`config.mk`:
```
export PLATFORM = sky130hd
export DESIGN_NAME = dnc_iter_engine_flat
export DESIGN_NICKNAME = d
export VERILOG_FILES = /design/src/rtl/dnc_iter_engine_if.sv /design/src/rtl/dnc_iter_engine.sv /design/src/flat_wrapper.sv
export SDC_FILE = /design/constraint.sdc
export NUM_CORES = 1
export LEC_CHECK = 0
export CAP_MARGIN = 40
export CORE_ASPECT_RATIO = 0.9
export CORE_MARGIN = 10
export CORE_UTILIZATION = 54
export DETAILED_ROUTE_END_ITERATION = 8
export GPL_TIMING_DRIVEN = 0
export PLACE_DENSITY_LB_ADDON = 0.08
export SYNTH_ARGS = -nofsm -noshare
export SYNTH_HDL_FRONTEND = slang
export SYNTH_SLANG_ARGS = --single-unit
```
`constraint.sdc`:
```
create_clock -name clk -period 4.7 [get_ports clk]
set_clock_uncertainty 0.15 [all_clocks]
set_input_delay 0.47 -clock clk [delete_from_list [all_inputs] [get_ports clk]]
set_output_delay 0.47 -clock clk [all_outputs]
set_load 0.02 [all_outputs]
```
`src/rtl/dnc_iter_engine_if.sv`:
```
// Handshake bundle for dnc_iter_engine: ciphertext in, plaintext out, plus busy flag.
// The engine connects through the slave modport, the producer/consumer side through master.
interface dnc_iter_engine_if #(
    parameter int WIDTH = 19
);
    logic             in_valid;
    logic             in_ready;
    logic [WIDTH-1:0] input_data;
    logic [WIDTH-1:0] key;
    logic             out_valid;
    logic             out_ready;
    logic [WIDTH-1:0] output_data;
    logic             busy;

    modport master (
        output in_valid, input_data, key, out_ready,
        input  in_ready, out_valid, output_data, busy
    );

    modport slave (
        input  in_valid, input_data, key, out_ready,
        output in_ready, out_valid, output_data, busy
    );
endinterface

```
`src/rtl/dnc_iter_engine.sv`:
```
// Iterative decryptor: undoes ROUNDS add-rotate-xor rounds, one per clock,
// walking the round keys from ROUNDS-1 down to 0.
module dnc_iter_engine #(
    parameter int WIDTH  = 19,
    parameter int ROUNDS = 5,
    parameter int ROT    = 3
) (
    input  logic            clk,
    input  logic            rst_n,
    dnc_iter_engine_if.slave bus
);
    localparam int RW = (ROUNDS > 1) ? $clog2(ROUNDS) : 1;

    typedef enum logic [1:0] {IDLE, RUN, DONE} state_t;

    state_t           state_q, state_d;
    logic [WIDTH-1:0] work_q, work_d;
    logic [WIDTH-1:0] key_q, key_d;
    logic [RW-1:0]    rnd_q, rnd_d;

    logic [WIDTH-1:0] roundKey;
    logic [WIDTH-1:0] diff;
    logic [WIDTH-1:0] decOut;

    // Inverse round: subtract the round key, rotate right by ROT, then xor the key back out
    always_comb begin
        roundKey = (key_q << rnd_q) | (key_q >> (WIDTH - 32'(rnd_q)));
        diff     = work_q - roundKey;
        decOut   = {diff[ROT-1:0], diff[WIDTH-1:ROT]} ^ roundKey;
    end

    always_ff @(posedge clk) begin
        if (!rst_n) begin
            state_q <= IDLE;
            work_q  <= '0;
            key_q   <= '0;
            rnd_q   <= '0;
        end else begin
            state_q <= state_d;
            work_q  <= work_d;
            key_q   <= key_d;
            rnd_q   <= rnd_d;
        end
    end

    always_comb begin
        state_d         = state_q;
        work_d          = work_q;
        key_d           = key_q;
        rnd_d           = rnd_q;
        bus.in_ready    = 1'b0;
        bus.out_valid   = 1'b0;
        bus.busy        = 1'b1;
        bus.output_data = work_q;

        case (state_q)
            IDLE: begin
                bus.in_ready = 1'b1;
                bus.busy     = 1'b0;
                if (bus.in_valid) begin
                    work_d  = bus.input_data;
                    key_d   = bus.key;
                    rnd_d   = RW'(ROUNDS - 1);
                    state_d = RUN;
                end
            end
            RUN: begin
                work_d = decOut;
                if (rnd_q == '0) begin
                    state_d = DONE;
                end else begin
                    rnd_d = rnd_q - RW'(1);
                end
            end
            DONE: begin
                bus.out_valid = 1'b1;
                if (bus.out_ready) begin
                    state_d = IDLE;
                end
            end
            default: begin
                state_d = IDLE;
            end
        endcase
    end
endmodule

```
`src/flat_wrapper.sv`:
```
// flat-port wrapper written by rule: the top's interface ports become plain ports
module dnc_iter_engine_flat 
#(
    parameter int WIDTH  = 19,
    parameter int ROUNDS = 5,
    parameter int ROT    = 3
)
  (clk, rst_n, bus_in_valid, bus_input_data, bus_key, bus_out_ready, bus_in_ready, bus_out_valid, bus_output_data, bus_busy);
  dnc_iter_engine_if #(.WIDTH(WIDTH)) bus_i ();
  input  logic clk;
  input  logic rst_n;
  input wire logic [$bits(bus_i.in_valid)-1:0] bus_in_valid;
  input wire logic [$bits(bus_i.input_data)-1:0] bus_input_data;
  input wire logic [$bits(bus_i.key)-1:0] bus_key;
  input wire logic [$bits(bus_i.out_ready)-1:0] bus_out_ready;
  output wire logic [$bits(bus_i.in_ready)-1:0] bus_in_ready;
  output wire logic [$bits(bus_i.out_valid)-1:0] bus_out_valid;
  output wire logic [$bits(bus_i.output_data)-1:0] bus_output_data;
  output wire logic [$bits(bus_i.busy)-1:0] bus_busy;
  assign bus_i.in_valid = bus_in_valid;
  assign bus_i.input_data = bus_input_data;
  assign bus_i.key = bus_key;
  assign bus_i.out_ready = bus_out_ready;
  assign bus_in_ready = bus_i.in_ready;
  assign bus_out_valid = bus_i.out_valid;
  assign bus_output_data = bus_i.output_data;
  assign bus_busy = bus_i.busy;
  dnc_iter_engine #(.WIDTH(WIDTH), .ROUNDS(ROUNDS), .ROT(ROT)) u_core (.clk(clk), .rst_n(rst_n), .bus(bus_i));
endmodule
```
==> run_results.csv <==
group,metric,value,unit
route,vias,3613,
final_layout,fin_cells,605,
synth,synth_edf_count,0,
synth,synth_compound_area_share,18.6,%
clocking,clk_latency,0.31,ns
floorplan,rows,28,
final_layout,area_growth,23.7,%
synth,synth_cell_types,56,
clocking,cts_hold_buffers,0,
synth,synthSimpleGateAreaFrac,18.5,%
placed_design,place_congestion,0.941,
synth,synth.top_cells.by_area,"dfxtp_1, nand2_1, a21oi_1",
synth,synthXorXnorAreaFrac,6.95,%
setup_path,path_max_fanout,10,
setup_path,worstSetupEndpointType,"flip-flop",
clocking,cts_buffer_depth,2,
synth,synth_top_cells_by_count,"nand2_1, a21oi_1, dfxtp_1",
synth,ys.flop_type,"dfxtp_1",
route,met3WireLength,693,um
sta,max_slew.worst_pin.slew,0.692,ns
final_layout,antenna_cells,0,
setup_path,arrival,3.77,ns
route,met2_length,5.52,mm
clocking,root_buffer,"clkbuf_8",
sta,fin_setup_tns,0,ns
final_layout,layout.nets,577,
power_and_ir_drop,seqPwrFrac,24.8,%
floorplan,die_h,98.0,um
clocking,tritoncts,"yes",
synth,ys_warn_count,0,
placed_design,placedCellCount,597,
synth,yosys_register_bits,43,
synth,post-synth-top-count-cell,"nand2_1",
setup_path,crit_path_start_kind,"flip-flop",
setup_path,critPathKind,"reg -> reg",
placed_design,dpl.hpwl,8.80,mm
setup_path,r2r_start,"u_core.rnd_q[2]",
route,drtAntennaViolNets,0,
power_and_ir_drop,p_per_area,403,nW/um^2
sta,hold_violations,0,
clocking,cts_made_buffers,5,
power_and_ir_drop,internal_power,1040,uW
global_routing,first_global_vias,3582,
hold_path,min_from,"u_core.key_q[11]",
hold_path,hp-class,"reg -> reg",
route,vias_per_cell,5.97,
clocking,clock-sinks,43,
sta,finalMaxSlewViolations,0,
sta,fmax,270,MHz
floorplan,boundaryPins,64,
global_routing,grt_max_degree,15,
clocking,cts_setup_buffers,0,
synth,avgSynthCellArea,8.23,um^2
sta,fin_crit,3.71,ns
synth,synth_top_family_by_area,"multiplexers",
clocking,clkTransAtPathRegs,0.09,ns
route,wl_per_cell,18.9,um
global_routing,antenna_found_initial,0,
power_and_ir_drop,switching_share,42.8,%
route,first_pass_iters,5,
sta,slew_headroom,53.9,%
global_routing,grt_first_pass_wirelength,18.5,mm
synth,syn-instance-count,444,
clocking,htreeDepth,2,
synth,synth_area,3650,um^2
global_routing,grt_overflow,0,
route,wl,11.4,mm
floorplan,fp.dieW,107,um
placed_design,port_buffers,63,
route,drc,0,
sta,finalSetupViolations,0,
sta,fin_crit_sh,78.9,%
floorplan,start_util,55.5,%
route,wl_met1,4.83,mm
route,top_layer_used,"met4",
floorplan,dieArea,10500,um^2
synth,synthMuxAreaShare,19.4,%
synth,synth.top_cell.area_share,23.6,%
route,first_iter_violations,237,
power_and_ir_drop,comb_power_share,57.4,%
synth,syn_nets,507,
sta,grt_setup_unrepaired,"no",
clocking,cts.repair.resized,0,
final_layout,drive_above_1_share,7.38,%
global_routing,grtUsageTotal,21.7,%
synth,ys_async_sr_fraction,0,%
power_and_ir_drop,switchingPower,779,uW
floorplan,core,6590,um^2
outcome,status,"finished clean",
power_and_ir_drop,p_clk_share,17.8,%
power_and_ir_drop,p_leak,0.00177,uW
setup_path,crit_path_start,"u_core.rnd_q[2]",
setup_path,worstPathRequired,4.76,ns
synth,yosysTopAreaCell,"dfxtp_1",
power_and_ir_drop,ir_drop,0.000172,V
synth,yosysSeqAreaShare,23.6,%
final_layout,fin_util,68.6,%
synth,synthAdderAreaFrac,7.40,%
run,maxCapViolCount,0,
## routing by layer
layer | vias up | global-route usage [%]
met2 | 138 | 35.1
met4 | 0 | 9.37
met1 | 1714 | 27.6
met3 | 24 | 3.68
met5 | - | 0
li1 | 1737 | -
## power by group through the flow
stage / Sequential, uW / Clock, uW / Combinational [uW]
2_1_floorplan: 484 / 0 / 709
3_3_place_gp: 458 / 0 / 1010
3_5_place_dp: 460 / 0 / 1020
4_1_cts: 452 / 328 / 1030
5_1_grt: 459 / 342 / 1140
6_report: 452 / 324 / 1050
## area by class of cell
class                           count  area [um^2]
Buffer                             30          149
Timing Repair Buffer               63          631
Clock inverter                      2         38.8
Sequential cell                    43          861
Multi-Input combinational cell    356         2590
Inverter                           15         56.3
Tap cell                           90          113
Fill cell                         618         2070
Clock buffer                        6         82.6
## state kept, by name, summed over array words and instances, names as in the netlist
signal,cells
u_core.bus.output_data,19
u_core.key_q,19
u_core.state_q,2
u_core.rnd_q,3
## worst max-delay path, cell delays in order, from the launching register on
cell       delay (ns)
dfxtp_1          0.32
buf_2            0.19
buf_2            0.30
buf_2            0.31
mux2_2           0.41
ha_1             0.22
fa_1             0.41
nor2b_1          0.19
o31a_1           0.23
o211ai_1         0.19
and2_1           0.22
and3_1           0.17
a2111oi_2        0.30
## kinds of logic after synthesis
family,after synthesis
buffers and inverters,45
xor gates and xnor gates,29
and+or+nand+nor,153
DFF,43
muxes,47
AOI/OAI and AO/OA,106
adders and majority gates,21
## metrics by stage
| step | hold slack, ns | cell area (um^2) | setup slack [ns] | power (uW) |
|---|---|---|---|---|
| detailed placement | 0.337 | 4400 | 1.03 | 1480 |
| finish | 0.357 | 4520 | 0.991 | 1820 |
| floorplan | 0.304 | 3650 | 1.42 | 1190 |
| global route | 0.384 | 4520 | 0.809 | 1940 |
| CTS | 0.354 | 4520 | 1.00 | 1810 |
| global placement | 0.324 | 4400 | 1.09 | 1470 |
## cell usage in the layout, fill, tap and decap left out, types with 5 or more instances in the layout
cell type / n
mux2_2: 5
mux2i_1: 24
a21oi_1: 54
inv_1: 14
nor3_1: 7
clkbuf_1: 20
and3_1: 6
a21o_1: 8
clkdlybuf4s50_1: 63
nor2b_1: 5
xnor2_1: 19
o21ai_0: 7
mux4_2: 9
clkbuf_8: 6
dfxtp_1: 43
nand3_1: 13
nor2_1: 17
xor2_1: 10
mux4_1: 6
ha_1: 20
nand2_1: 88
## final timing paths
check                                to  slack (ns)  cells after the start
max          u_core.bus.output_data[11]        0.99                     12
max reg2reg  u_core.bus.output_data[11]        0.99                     12
min                    u_core.key_q[11]        0.36                      2
min reg2reg            u_core.key_q[11]        0.36                      2
(Power assumes the default switching activity.)
